File: src/rtl/rr_stream_mux.sv
// Round-robin N:1 stream multiplexer with a single registered output stage.
// Define RR_STREAM_MUX_LOCK_EN to hold the grant on one channel until in_last.
module rr_stream_mux #(
   parameter  int NUM_CH = 4,
   parameter  int WIDTH  = 8,
   localparam int CH_W   = (NUM_CH > 1) ? $clog2(NUM_CH) : 1
) (
   input  logic                    clk,
   input  logic                    rst,
   input  logic [NUM_CH*WIDTH-1:0] in_data,
   input  logic [NUM_CH-1:0]       in_valid,
   input  logic [NUM_CH-1:0]       in_last,
   output logic [NUM_CH-1:0]       in_ready,
   output logic [WIDTH-1:0]        out_data,
   output logic                    out_valid,
   input  logic                    out_ready,
   output logic                    out_last,
   output logic [CH_W-1:0]         out_ch
);

   logic [WIDTH-1:0] ch_data [NUM_CH];

   logic [CH_W-1:0]  ptr_q, ptr_d;
   logic [WIDTH-1:0] out_data_q, out_data_d;
   logic             out_valid_q, out_valid_d;
   logic             out_last_q, out_last_d;
   logic [CH_W-1:0]  out_ch_q, out_ch_d;

   logic             load_en;
   logic             rr_vld;
   logic [CH_W-1:0]  rr_idx;
   logic             gnt_vld;
   logic [CH_W-1:0]  gnt_idx;
   logic             xfer;

`ifdef RR_STREAM_MUX_LOCK_EN
   logic             lock_q, lock_d;
   logic [CH_W-1:0]  lock_ch_q, lock_ch_d;
`endif

   for (genvar i = 0; i < NUM_CH; i++) begin : g_unpack
      assign ch_data[i] = in_data[i*WIDTH +: WIDTH];
   end

   // Channel index idx+off, modulo NUM_CH; idx is always below NUM_CH.
   function automatic logic [CH_W-1:0] wrap_add(input logic [CH_W-1:0] idx, input int off);
      int sum;
      sum = int'(idx) + off;
      if (sum >= NUM_CH) sum = sum - NUM_CH;
      return CH_W'(sum);
   endfunction

   assign load_en = !out_valid_q || out_ready;

   // NOTE: every always_comb output gets a default first so no path leaves it unassigned (no latch).
   always_comb begin
      rr_vld = 1'b0;
      rr_idx = ptr_q;
      for (int i = 0; i < NUM_CH; i++) begin
         if (!rr_vld && in_valid[wrap_add(ptr_q, i)]) begin
            rr_vld = 1'b1;
            rr_idx = wrap_add(ptr_q, i);
         end
      end
   end

`ifdef RR_STREAM_MUX_LOCK_EN
   always_comb begin
      gnt_vld = rr_vld;
      gnt_idx = rr_idx;
      if (lock_q) begin
         gnt_vld = in_valid[lock_ch_q];
         gnt_idx = lock_ch_q;
      end
   end
`else
   assign gnt_vld = rr_vld;
   assign gnt_idx = rr_idx;
`endif

   // Ready is withheld during reset even though the empty output stage would accept.
   assign xfer = gnt_vld && load_en && !rst;

   always_comb begin
      in_ready = '0;
      for (int i = 0; i < NUM_CH; i++) begin
         in_ready[i] = xfer && (gnt_idx == CH_W'(i));
      end
   end

   always_comb begin
      out_valid_d = out_valid_q && !out_ready;
      out_data_d  = out_data_q;
      out_last_d  = out_last_q;
      out_ch_d    = out_ch_q;
      ptr_d       = ptr_q;
`ifdef RR_STREAM_MUX_LOCK_EN
      lock_d      = lock_q;
      lock_ch_d   = lock_ch_q;
`endif
      if (xfer) begin
         out_valid_d = 1'b1;
         out_data_d  = ch_data[gnt_idx];
         out_last_d  = in_last[gnt_idx];
         out_ch_d    = gnt_idx;
`ifdef RR_STREAM_MUX_LOCK_EN
         lock_d      = !in_last[gnt_idx];
         lock_ch_d   = gnt_idx;
         if (in_last[gnt_idx]) ptr_d = wrap_add(gnt_idx, 1);
`else
         ptr_d       = wrap_add(gnt_idx, 1);
`endif
      end
   end

   // NOTE: state registers use non-blocking assignments so all flops update together at the edge.
   always_ff @(posedge clk or posedge rst) begin
      if (rst) begin
         out_valid_q <= 1'b0;
         out_data_q  <= '0;
         out_last_q  <= 1'b0;
         out_ch_q    <= '0;
         ptr_q       <= '0;
`ifdef RR_STREAM_MUX_LOCK_EN
         lock_q      <= 1'b0;
         lock_ch_q   <= '0;
`endif
      end else begin
         out_valid_q <= out_valid_d;
         out_data_q  <= out_data_d;
         out_last_q  <= out_last_d;
         out_ch_q    <= out_ch_d;
         ptr_q       <= ptr_d;
`ifdef RR_STREAM_MUX_LOCK_EN
         lock_q      <= lock_d;
         lock_ch_q   <= lock_ch_d;
`endif
      end
   end

   assign out_valid = out_valid_q;
   assign out_data  = out_data_q;
   assign out_last  = out_last_q;
   assign out_ch    = out_ch_q;

endmodule

File: config.mk
export PLATFORM = sky130hd
export DESIGN_NAME = rr_stream_mux
export DESIGN_NICKNAME = d
export VERILOG_FILES = /design/src/rtl/rr_stream_mux.sv
export SDC_FILE = /design/constraint.sdc
export NUM_CORES = 1
export LEC_CHECK = 0
export BUFFER_PORTS_ARGS = -buffer_cell sky130_fd_sc_hd__clkbuf_2
export CORE_MARGIN = 4
export CORE_UTILIZATION = 35
export CTS_CLUSTER_SIZE = 20
export DETAILED_ROUTE_END_ITERATION = 7
export PLACE_DENSITY_LB_ADDON = 0.2
export SYNTH_ARGS = -nofsm -noshare
export SYNTH_HDL_FRONTEND = slang
export SYNTH_SLANG_ARGS = --single-unit
File: constraint.sdc
create_clock -name clk -period 4.4 [get_ports clk]
set_input_delay 0.22 -clock clk [delete_from_list [all_inputs] [get_ports clk]]
set_output_delay 0.22 -clock clk [all_outputs]
set_load 0.02 [all_outputs]
==> summary.txt <==
Synthesis
  – Post-synth ARST share: 1.000
  – Post-synthesis cell area: roughly 1200 um^2
  – Syn avg cell area: approximately 9.5 um^2
  – Synth warn: 0
  – Sequential share of the synthesized area: 0.3043
  – Commonest cells in the netlist: 14 x dfrtp_1, 12 x nor2_1, 11 x o21ai_1
  – Flops & latches, synth: 14
  – Most common cell in the netlist: dfrtp_1
  – Post-Synthesis Cells: 121
  – Yosys cell types: 36
  – Post-synth top area share: 0.3043
  – Post-synth EDFFs: 0
  – Area leader, netlist: dfrtp_1
  – Syn_nets: between 150 and 200
  – Main synth FF type: dfrtp_1
  – Synth area leaders: dfrtp_1 30%, nor4b_2 9.1%, a221oi_1 5.3%, o31a_1 5.3%, o21ai_1 4.8%

STA
  – Endpoints failing hold: 14
  – Final TNS setup: 0 ns
  – Max-slew violations: 0
  – Slew @ Worst Pin: 1.124 ns
  – Hold Slack: -0.01934 ns
  – Slew margin rel.: 0.2467
  – Fin crit share: 0.6141
  – Final worst slack: between 1.5 and 2 ns
  – Unrepaired setup endpoints after global routing: no
  – Fin crit period: about 2.7 ns
  – Setup violators final: 0
  – Fmax achieved: between 300 and 400 MHz
  – Clock skew: around 0.0062 ns

Placed design
  – Placed Area: about 1400 um^2
  – GPL Wtd Cong: 0.8227
  – Worst Setup Slack post-DPL: ~2.0 ns
  – HPWL after DPL: around 2.5 mm
  – Port Buffer Count: 58

Worst setup path
  – Startpoint Class: flip-flop
  – WP data required: 4.18 ns
  – Worst-path cell chain: nor3b_2, nor3_2, nor3_2, nand2b_1, nor2_1, clkbuf_2
  – WP buf/inv: 1
  – CP max FO: 15
  – R2R depth: 5
  – WP data arrival: 2.48 ns
  – RR Endpoint: out_data[0]$_DFFE_PP0P_
  – Crit end category: output pin
  – CP Depth: 6
  – Kind of critical path: flip-flop to output pin
  – R2R setup slack: 2.24 ns
  – Reg2Reg Launch Point: ptr_q[0]$_DFFE_PP0P_
  – CP most frequent cell: nor3_2
  – CP max stage delay: 0.85 ns
  – Slowest stage cell on the critical path: nor3_2
  – Critical path's top delay family: simple AND/OR/NAND/NOR gates

Clock tree
  – CTS Buffer Depth: 2
  – Cts hold-fix bufs: 0
  – Setup bufs post-CTS: 0
  – H-tree depth: 1
  – Clock Tree Root: clkbuf_4
  – CTS Sinks: 14
  – CTS tree: built
  – Clock-pin slew on the worst setup and hold paths: 0.10 ns
  – Post-cts sizing count: 0
  – TritonCTS Buffers: 3
  – Worst-skew pair later-pin latency: about 0.29 ns

Run status
  – Violated checks: negative hold slack
  – Status: finished with violations

Route
  – Vias: approximately 1.1k
  – Initial drt markers: 78
  – WL/cell: 14.73 um
  – Routed Antenna Nets: 0
  – Post-route DRC: 0
  – TritonRoute pass-1 iters: 4
  – Routed vias/inst: around 5.2
  – Routed WL: around 3.2 mm

Final layout
  – Multi-input logic area: a little over 700 um^2
  – Final net count: approximately 220
  – Layout area overhead: 27.50%
  – N_diodes: 0
  – Layout cell share with drive strength beyond 1: 0.4770
  – Core Util, Final: 0.4730
  – Sequential Area: 350.3 um^2
  – Filler cells: 327
  – Post-layout instance area: around 1500 um^2

Global route
  – GR Overflow Total: 0
  – Vias in the first global route: approximately 1.2k
  – Antenna violations before repair: 0
  – First-pass GRT wire length: 5.313 mm
  – GRT Total Usage: 0.1588
  – Largest net degree at the start of global routing: 16

Pwr
  – P_leak: between 0.6 and 0.7 nW
  – Power per Cell Area: roughly 430 nW/um^2
  – Peak supply drop: approximately 0.20 mV

Floorplanning
  – Initial core utilization: 0.3710
  – I/O pin cnt: just under 60
  – Core area: 3103 um^2
  – Die H: between 60 and 70 um
  – Die area: ~4300 um^2
  – Die width: 65.35 um
  – Row cnt: 20

Flow run
  – Max-Cap Viols: 0

Hold path
  – Worst min-delay path class: input pin to async pin
==> report_power, final <==
group	leakage [nW]	switching (mW)	internal (mW)
registers	0.162	0.0351	0.168
logic	0.491	0.192	0.132
clock network	0.0210	0.0468	0.0504
total	0.674	0.274	0.351
==> sequential cells by signal, indices dropped and copies added (netlist names) <==
register   flops
out_data       8
ptr_q          2
out_valid      1
out_ch         2
out_last       1
==> worst max-delay path by stage <==
stage / start / to
final: ptr_q[0]$_DFFE_PP0P_ / in_ready[0]
after global routing: ptr_q[0]$_DFFE_PP0P_ / in_ready[0]
after CTS: ptr_q[0]$_DFFE_PP0P_ / in_ready[0]
after detailed placement: ptr_q[0]$_DFFE_PP0P_ / in_ready[0]
after global placement: ptr_q[0]$_DFFE_PP0P_ / in_ready[3]
after floorplan: rst / in_ready[1]
==> metal layers <==
metal,up-vias,global-route usage,part of all wire
li1,561,-,-
met5,-,0,0
met2,35,0.2693,0.51
met4,0,0.03886,0.0087
met1,544,0.2036,0.42
met3,4,0.03590,0.064
==> logic make-up (layout without fill, tap and decap cells) <==
family          Yosys count  count (layout)  share of synthesized area
compound gates           43              43                     0.3000
buf+inv                  12              65                    0.06955
flops                    14              14                     0.3044
mux                       4               4                    0.03478
simple gates             48              48                     0.2913
==> stage by stage <==
| step | total power [mW] | cells | hold slack (ns) |
|---|---|---|---|
| after global placement | 0.5256 | 214 | 0.3030 |
| after detailed placement | 0.5329 | 214 | 0.3218 |
| after floorplan | 0.4508 | 121 | 0.1243 |
| after CTS | 0.6310 | 218 | 0.003339 |
| after global routing | 0.6741 | 218 | 0.01770 |
| final | 0.6249 | 218 | -0.01934 |
==> cell usage in the layout, fill, tap and decap left out, drive strengths merged <==
| cell type | n |
|---|---|
| clkbuf | 62 |
| mux2i | 4 |
| o21a | 2 |
| nor2b | 5 |
| o221ai | 2 |
| nor3b | 2 |
| and2b | 1 |
| a221oi | 7 |
| o21ai | 12 |
| and2 | 1 |
| a22o | 1 |
| nand2b | 5 |
| o31a | 7 |
| o22a | 1 |
| nand3 | 2 |
| inv | 2 |
| o32ai | 1 |
| o41ai | 1 |
| nor2 | 13 |
| nor3 | 3 |
| buf | 1 |
| or4b | 1 |
| nor4b | 7 |
| dfrtp | 14 |
| a21oi | 9 |
| nand2 | 8 |
==> final cells by class <==
type                       count  area share
inverter                       2    0.005115
multi-input combinational     95      0.4910
tap                           44     0.03751
sequential                    14      0.2387
timing repair buffer          59      0.2029
clock buffer                   4     0.02472
Power figures use the tool's default switching activity.
